### config.mk
export PLATFORM = sky130hd
export DESIGN_NAME = pixel_dispatch_sched
export DESIGN_NICKNAME = d
export VERILOG_FILES = /design/src/rtl/pixel_dispatch_sched.sv
export SDC_FILE = /design/constraint.sdc
export NUM_CORES = 1
export LEC_CHECK = 0
export CORE_MARGIN = 8
export CORE_UTILIZATION = 40
export CTS_CLUSTER_DIAMETER = 30
export DETAILED_ROUTE_END_ITERATION = 6
export PLACE_DENSITY = 0.65
export REMOVE_ABC_BUFFERS = 1
export SLEW_MARGIN = 30
export SYNTH_ARGS = -nofsm -noshare
export SYNTH_HDL_FRONTEND = slang
export SYNTH_SLANG_ARGS = --single-unit
### constraint.sdc
create_clock -name core_clock_i -period 9.3 [get_ports core_clock_i]
set_input_delay 1.86 -clock core_clock_i [delete_from_list [all_inputs] [get_ports core_clock_i]]
set_output_delay 1.86 -clock core_clock_i [all_outputs]
set_load 0.02 [all_outputs]
### src/rtl/pixel_dispatch_sched.sv
// Round-robin dispatcher of rasterised pixels from NoR sources onto NoS shader threads,
// with per-thread launch reservation, watchdog and frame drain tracking.
`timescale 1ns/1ps
module pixel_dispatch_sched #(
   parameter int unsigned NoR  = 2,
   parameter int unsigned NoS  = 4,
   parameter int unsigned CW   = 12,
   parameter int unsigned TMOW = 8,
   parameter int unsigned CNTW = 24
) (
   input  logic                core_clock_i,
   input  logic                core_reset_i,
   input  logic                enable_i,
   input  logic [NoR-1:0]      src_valid_i,
   input  logic [CW*NoR-1:0]   src_x_i,
   input  logic [CW*NoR-1:0]   src_y_i,
   output logic [NoR-1:0]      src_ready_o,
   input  logic [NoS-1:0]      thrend_state_i,
   output logic [NoS-1:0]      reset_o,
   output logic [NoS-1:0]      write_coords_o,
   output logic [CW-1:0]       int_coord_x_o,
   output logic [CW-1:0]       int_coord_y_o,
   input  logic                frame_end_i,
   output logic                frame_done_o,
   output logic [CNTW-1:0]     dispatch_cnt_o,
   output logic                err_timeout_o
);

   localparam int unsigned SPW = (NoR > 1) ? $clog2(NoR) : 1;
   localparam int unsigned TPW = (NoS > 1) ? $clog2(NoS) : 1;
   // Counter value one short of 2**TMOW-1: the increment that would reach it expires instead.
   localparam logic [TMOW-1:0] WD_LAST = ~TMOW'(1);

   typedef enum logic [1:0] {RUN, DRAIN, DONE} state_t;

   state_t                   state;
   logic [SPW-1:0]           src_ptr, src_sel, s_idx;
   logic [TPW-1:0]           thr_ptr, thr_sel, t_idx;
   logic                     src_hit, thr_hit, grant, drained;
   logic [NoS-1:0]           reserved, elig;
   logic [NoS-1:0][TMOW-1:0] wd;
   logic [CW-1:0]            pix_x, pix_y;

   assign elig    = thrend_state_i & ~reserved;
   assign grant   = enable_i && src_hit && thr_hit && (state != DONE);
   assign pix_x   = src_x_i[CW*src_sel +: CW];
   assign pix_y   = src_y_i[CW*src_sel +: CW];
   assign drained = !(|src_valid_i) && (&thrend_state_i) && !(|reserved) && !(|reset_o);
   assign write_coords_o = reset_o;

   always_comb begin
      src_hit = 1'b0;
      src_sel = '0;
      s_idx   = '0;
      for (int unsigned i = 0; i < NoR; i++) begin
         s_idx = SPW'((32'(src_ptr) + i) % NoR);
         if (!src_hit && src_valid_i[s_idx]) begin
            src_hit = 1'b1;
            src_sel = s_idx;
         end
      end
   end

   always_comb begin
      thr_hit = 1'b0;
      thr_sel = '0;
      t_idx   = '0;
      for (int unsigned i = 0; i < NoS; i++) begin
         t_idx = TPW'((32'(thr_ptr) + i) % NoS);
         if (!thr_hit && elig[t_idx]) begin
            thr_hit = 1'b1;
            thr_sel = t_idx;
         end
      end
   end

   always_comb begin
      src_ready_o = '0;
      if (grant) src_ready_o[src_sel] = 1'b1;
   end

   always_ff @(posedge core_clock_i or posedge core_reset_i) begin
      if (core_reset_i) begin
         src_ptr       <= '0;
         thr_ptr       <= '0;
         reset_o       <= '0;
         int_coord_x_o <= '0;
         int_coord_y_o <= '0;
      end else begin
         reset_o <= '0;
         if (grant) begin
            reset_o[thr_sel] <= 1'b1;
            int_coord_x_o    <= pix_x;
            int_coord_y_o    <= pix_y;
            src_ptr <= (src_sel == SPW'(NoR - 1)) ? '0 : src_sel + SPW'(1);
            thr_ptr <= (thr_sel == TPW'(NoS - 1)) ? '0 : thr_sel + TPW'(1);
         end
      end
   end

   // A busy indication is ignored while this thread's launch strobe is still on the wire.
   always_ff @(posedge core_clock_i or posedge core_reset_i) begin
      if (core_reset_i) begin
         reserved      <= '0;
         wd            <= '0;
         err_timeout_o <= 1'b0;
      end else begin
         for (int unsigned t = 0; t < NoS; t++) begin
            if (grant && (thr_sel == TPW'(t))) begin
               reserved[t] <= 1'b1;
               wd[t]       <= '0;
            end else if (reserved[t]) begin
               if (!thrend_state_i[t]) begin
                  if (!reset_o[t]) begin
                     reserved[t] <= 1'b0;
                     wd[t]       <= '0;
                  end
               end else if (wd[t] == WD_LAST) begin
                  reserved[t]   <= 1'b0;
                  wd[t]         <= '0;
                  err_timeout_o <= 1'b1;
               end else begin
                  wd[t] <= wd[t] + TMOW'(1);
               end
            end
         end
      end
   end

   always_ff @(posedge core_clock_i or posedge core_reset_i) begin
      if (core_reset_i) begin
         state          <= RUN;
         frame_done_o   <= 1'b0;
         dispatch_cnt_o <= '0;
      end else begin
         frame_done_o <= 1'b0;
         if (grant) dispatch_cnt_o <= dispatch_cnt_o + CNTW'(1);
         case (state)
            RUN: begin
               if (frame_end_i) state <= DRAIN;
            end
            DRAIN: begin
               if (drained) begin
                  state        <= DONE;
                  frame_done_o <= 1'b1;
               end
            end
            DONE: begin
               dispatch_cnt_o <= '0;
               state          <= RUN;
            end
            default: state <= RUN;
         endcase
      end
   end

endmodule

======== Word level (Yosys, flattened, before mapping) ========
Index checks and enable logic that the tools add are counted.
word-level totals
  flip-flop bits (word level) ............. 95
  latch bits .............................. 0
  bits in writable memories ............... 0
  bits in read-only memories .............. 0
  input port bits ......................... 58
  output and inout port bits .............. 60
  logic and storage cells ................. 190
  memories ................................ 0
operators by class
  $add $sub $neg .......................... 11
  multipliers ............................. 1
  divide/modulo/power cells ............... 0
  order comparisons ....................... 10
  eq/ne operators ......................... 16
  shift-type cells ........................ 2
  multiplexer cells ....................... 95
  bitwise gates (word level) .............. 2
  reduce and logical (&&, ||, !) cells .... 39
operators with widths
  kind                                                                          number
  8-bit two-way mux                                                             20
  1-bit two-way mux                                                             57
  24-bit two-way mux                                                            2
  24-bit by 6-bit variable part select with 12-bit output                       2
  8-bit by 1-bit adder with 8-bit output, second input constant                 4
  8-bit equality test, second input constant                                    4
  24-bit by 1-bit adder with 24-bit output, second input constant               1
  1-bit logical AND                                                             16
  2-bit two-way mux                                                             8
  2-bit by 3-bit less-than comparator with 1-bit output, second input constant  5
  3-bit by 2-bit != test with 1-bit output, second input constant               4
  2-bit AND reduction                                                           5
  2-bit nonzero test                                                            5
  1-bit binary-select mux with 2-bit select                                     4
  4-bit OR reduction                                                            2
  1-bit logical NOT                                                             7
  2-bit equality test, second input constant                                    3
  1-bit by 2-bit less-than comparator with 1-bit output, second input constant  3
  2-bit != test, second input constant                                          3
  2-bit by 1-bit adder with 2-bit output, second input constant                 2
  2-bit adder, second input constant                                            2
  4-bit bitwise AND                                                             1
  2-bit by 1-bit equality test with 1-bit output, second input constant         2
  2-bit logical NOT                                                             2
  other kinds (11)                                                              12

======== Depth between registers and ports, before layout ========
  depth after elaboration ................. 30
  mapped depth ............................ 9
  depth with buffers taken out ............ 9

======== Least setup slack after synthesis ========
Ideal clock, no wire load.
  path type ............................... input-to-output
  from .................................... in thrend_state_i[1]
  to ...................................... out src_ready_o[1]
  data arrival time ....................... 3.070 ns
  required time ........................... 7.440 ns
  path slack .............................. 4.370 ns
  stages on the path ...................... 4
  path buffers ............................ 1
  cell sequence ........................... or2b_1 > a41o_1 > buf_2 > nor3_1
on the way
  longest elaborated chain between the ends .. 16
  elaborated cells between the ends (all ways) .. 22
  classes of those cells .................. mux: 13; bitwise: 1; reduce/logical: 8
ends and longest elaborated chain
  element                                    line  source
  from (decl)                                18    input logic [NoS-1:0] thrend_state_i,
  4-bit bitwise AND (*)                      44    assign elig = thrend_state_i & ~reserved;
  1-bit binary-select mux with 2-bit select  70    if (!thr_hit && elig[t_idx]) begin
  1-bit two-way mux (implied by the code)    70
  1-bit two-way mux                          70
  1-bit logical NOT                          70
  1-bit logical AND                          70
  1-bit two-way mux                          70
  1-bit logical NOT                          70
  1-bit logical AND                          70
  1-bit two-way mux                          70
  1-bit logical NOT                          70
  1-bit logical AND                          70
  1-bit two-way mux (*)                      70
  1-bit logical AND (*) (2 in a row)         45    assign grant = enable_i && src_hit && thr_hit && (state != DONE);
  2-bit two-way mux (*)                      79    if (grant) src_ready_o[src_sel] = 1'b1;
  to (decl)                                  17    output logic [NoR-1:0] src_ready_o,
Every way passes the cells marked *; elsewhere a longest branch is shown, timed or not. The select of a mux whose other input is x is not followed.

======== Final worst setup path ========
Same ends and word-level chain as after synthesis.

==> metrics <==
H-Tree Depth=3; sw frac=35.1%; hold_buf cts=0; min cycle time layout=6.01 ns; worst slack at placement=3.30 ns; Clk pwr share=25.1%; Yosys top cell area share=48.0%; CP Launch Type=input pin; I/O pin count=118; first-pass iteration count of the detailed router=4; Setup Total Neg Slack=0 ns; fillcell total=1108; post-route antenna net violation count=0; P_sw=487 uW; vias in the first global route=4400; EDFF count, synth=0; Max clock buf depth=2; Placed Cells=802; crit-path cells=clkdlybuf4s50_1, or2b_1, a41o_1, nor3_1, clkdlybuf4s50_1; crit-path leading delay family=buffers and inverters; initial antenna violation count=0; RSZ-0062 raised after global routing=no; Cell Int Power=900 uW; Post-CTS Resized=0; leading area contributor after synthesis=dfrtp_1; WP data required=7.44 ns; Cell variety after synth=49; number of synthesized register bits=95; routability cong.=0.800; CTS root buffer=clkbuf_16; clk_lat worst skew=0.34 ns; CP Class=input pin to primary output; combinational power share=33.4%; crit end category=primary output; largest cells by area after synthesis=dfrtp_1, nor2_1, a21oi_1, mux2i_1, ha_1; sequential area share after synthesis=48.0%; worst hold path class=register to register; setup bufs post-CTS=0; ant diodes=0; Worst-path clk slew=0.06 ns; Crit path top cell by count=clkdlybuf4s50_1; Initial Util=41.1%; largest net degree at the start of global routing=60; DR vias=4282; vias per cell=5.25; Critical Path Fanout Max=12; prevailing post-synth register cell=dfrtp_1; Layout Skew=0.00669 ns; DRT Wirelength=12.6 mm; Crit-path slowest cell=clkdlybuf4s50_1; number of synthesis warnings=0; Final Slew Violations=0; Syn Area/Cell=9.28 um2; worst slew pin tran=0.708 ns; total CTS buffers=9; I/O Buffers=117; Reg power frac=41.5%; Max Freq=0.166 GHz; Area growth, synth to finish=32.8%; DP HPWL=9.43 mm; async set-reset flop share out of synthesis=100%; data arrival time of the critical path=4.15 ns; share of cells above drive strength 1=3.86%; final worst setup slack=3.29 ns; Detailed Route Iter0 Violations=301; relative slew slack=52.8%; final setup fails=0; Die Ht=127 um; DIE WIDTH=127 um; CTS tree=done; Cell Count, Final, Fillers Out=816; most frequent cell after synthesis=dfrtp_1; Mapped Cells=534; total grt overflow=0; power per cell area=211 nW/um2; Mapped Area=4960 um2; Post-synth top cells=dfrtp_1, nor2_1, a21oi_1, nand2_1, mux2i_1; core region area=12100 um2; Die Footprint=16200 um2; final hold vios=0; crit share post-route=64.6%; drt drc=0; first-pass GRT wire length=21.1 mm; max incr delay on CP=0.68 ns; Placement Rows=40; max cap viols=0; final net count=717; status=finished clean; Fin Hold WS=0.475 ns; LEAKAGE=0.00282 uW; Total Routing Usage GR=16.1%; clk sink count=95; Peak supply drop=0.000148 V; DR WL/cell=15.4 um; Worst Path Buf+Inv=2
[registers in the layout (all words and copies together), names as in the netlist]
name / count
err_timeout_o: 1
src_ptr: 1
reset_o: 4
dispatch_cnt_o: 24
state: 2
frame_done_o: 1
int_coord_x_o: 12
wd: 32
thr_ptr: 2
int_coord_y_o: 12
reserved: 4
[cell type report]
| cell class | instances | area (um2) | share of cell area, % |
|---|---|---|---|
| well taps | 168 | 210 | 3.19 |
| clock buffers | 11 | 233 | 3.53 |
| clock inverters | 2 | 35.0 | 0.532 |
| flip-flops and latches | 95 | 2380 | 36.1 |
| multi-input cells | 404 | 2450 | 37.2 |
| repair buffers | 122 | 1230 | 18.7 |
| inverters | 14 | 53.8 | 0.817 |
[cell usage in the layout (no fill, tap or decap), types with 5 or more instances in the layout]
| master | synthesis | final |
|---|---|---|
| xor2_1 | 17 | 17 |
| nor2_1 | 88 | 87 |
| and3_1 | 8 | 8 |
| inv_1 | 14 | 13 |
| nor3_1 | 16 | 16 |
| ha_1 | 13 | 13 |
| a21oi_1 | 52 | 52 |
| nand4_1 | 15 | 15 |
| nand3_1 | 23 | 23 |
| nor2b_1 | 7 | 7 |
| o21ai_0 | 18 | 17 |
| clkbuf_16 | 0 | 9 |
| and2_1 | 6 | 6 |
| nor4_1 | 10 | 9 |
| nand2_1 | 36 | 36 |
| nand2b_1 | 14 | 14 |
| xnor2_1 | 10 | 10 |
| a311oi_1 | 5 | 5 |
| mux2i_1 | 24 | 24 |
| clkdlybuf4s50_1 | 0 | 117 |
| dfrtp_1 | 95 | 95 |
[layer usage]
metal  share of wire [%]  wire (um)  track usage (%)
met1                  46       5780             20.1
met2                  45       5700             24.9
met3                 7.7        973             6.16
met4                 1.1        142             5.81
met5                   0          0                0
[worst reg2reg max path, delay by kind of cell, from the launching register on]
family | cells | cell delay (ns)
and+or+nand+nor | 3 | 0.83
buffers and inverters | 1 | 0.47
AOI/OAI and AO/OA | 2 | 0.57
DFF | 1 | 0.46
[per-stage QoR]
stage               cell area, um2  utilization [%]  total power, uW
finish                        6580             54.6             1390
global route                  6580             54.6             1480
CTS                           6550             54.3             1400
detailed placement            6280             52.1             1050
global placement              6280             52.1             1030
floorplan                     4850                -              838
[kinds of logic after synthesis]
logic type               share of synthesized area [%]
multiplexers                                      4.85
AO/OA/AOI/OAI                                     12.1
adder cells (fa/ha/maj)                           3.28
XOR/XNOR                                          4.77
flip-flops                                        48.0
buffers and inverters                             3.21
AND/OR/NAND/NOR                                   23.9
[final timing paths]
kind / depth (start not counted) / slack [ns] / start / to
max: 5 / 3.29 / thrend_state_i[1] / src_ready_o[1]
max reg2reg: 6 / 6.83 / reserved[1] / err_timeout_o
min reg2reg: 1 / 0.47 / state[1] / state[1]
min: 1 / 0.47 / state[1] / state[1]
min in group asynchronous: 2 / 1.92 / core_reset_i / int_coord_x_o[6]
max in group asynchronous: 3 / 6.23 / core_reset_i / wd[31]
[power by group through the flow]
stage	sequential [uW]	combinational, uW	clock, uW
2_1_floorplan	624	214	0
3_3_place_gp	578	456	0
3_5_place_dp	581	464	0
4_1_cts	575	466	359
5_1_grt	590	516	378
6_report	576	463	348
No activity file was read; power rests on OpenSTA's default activity.
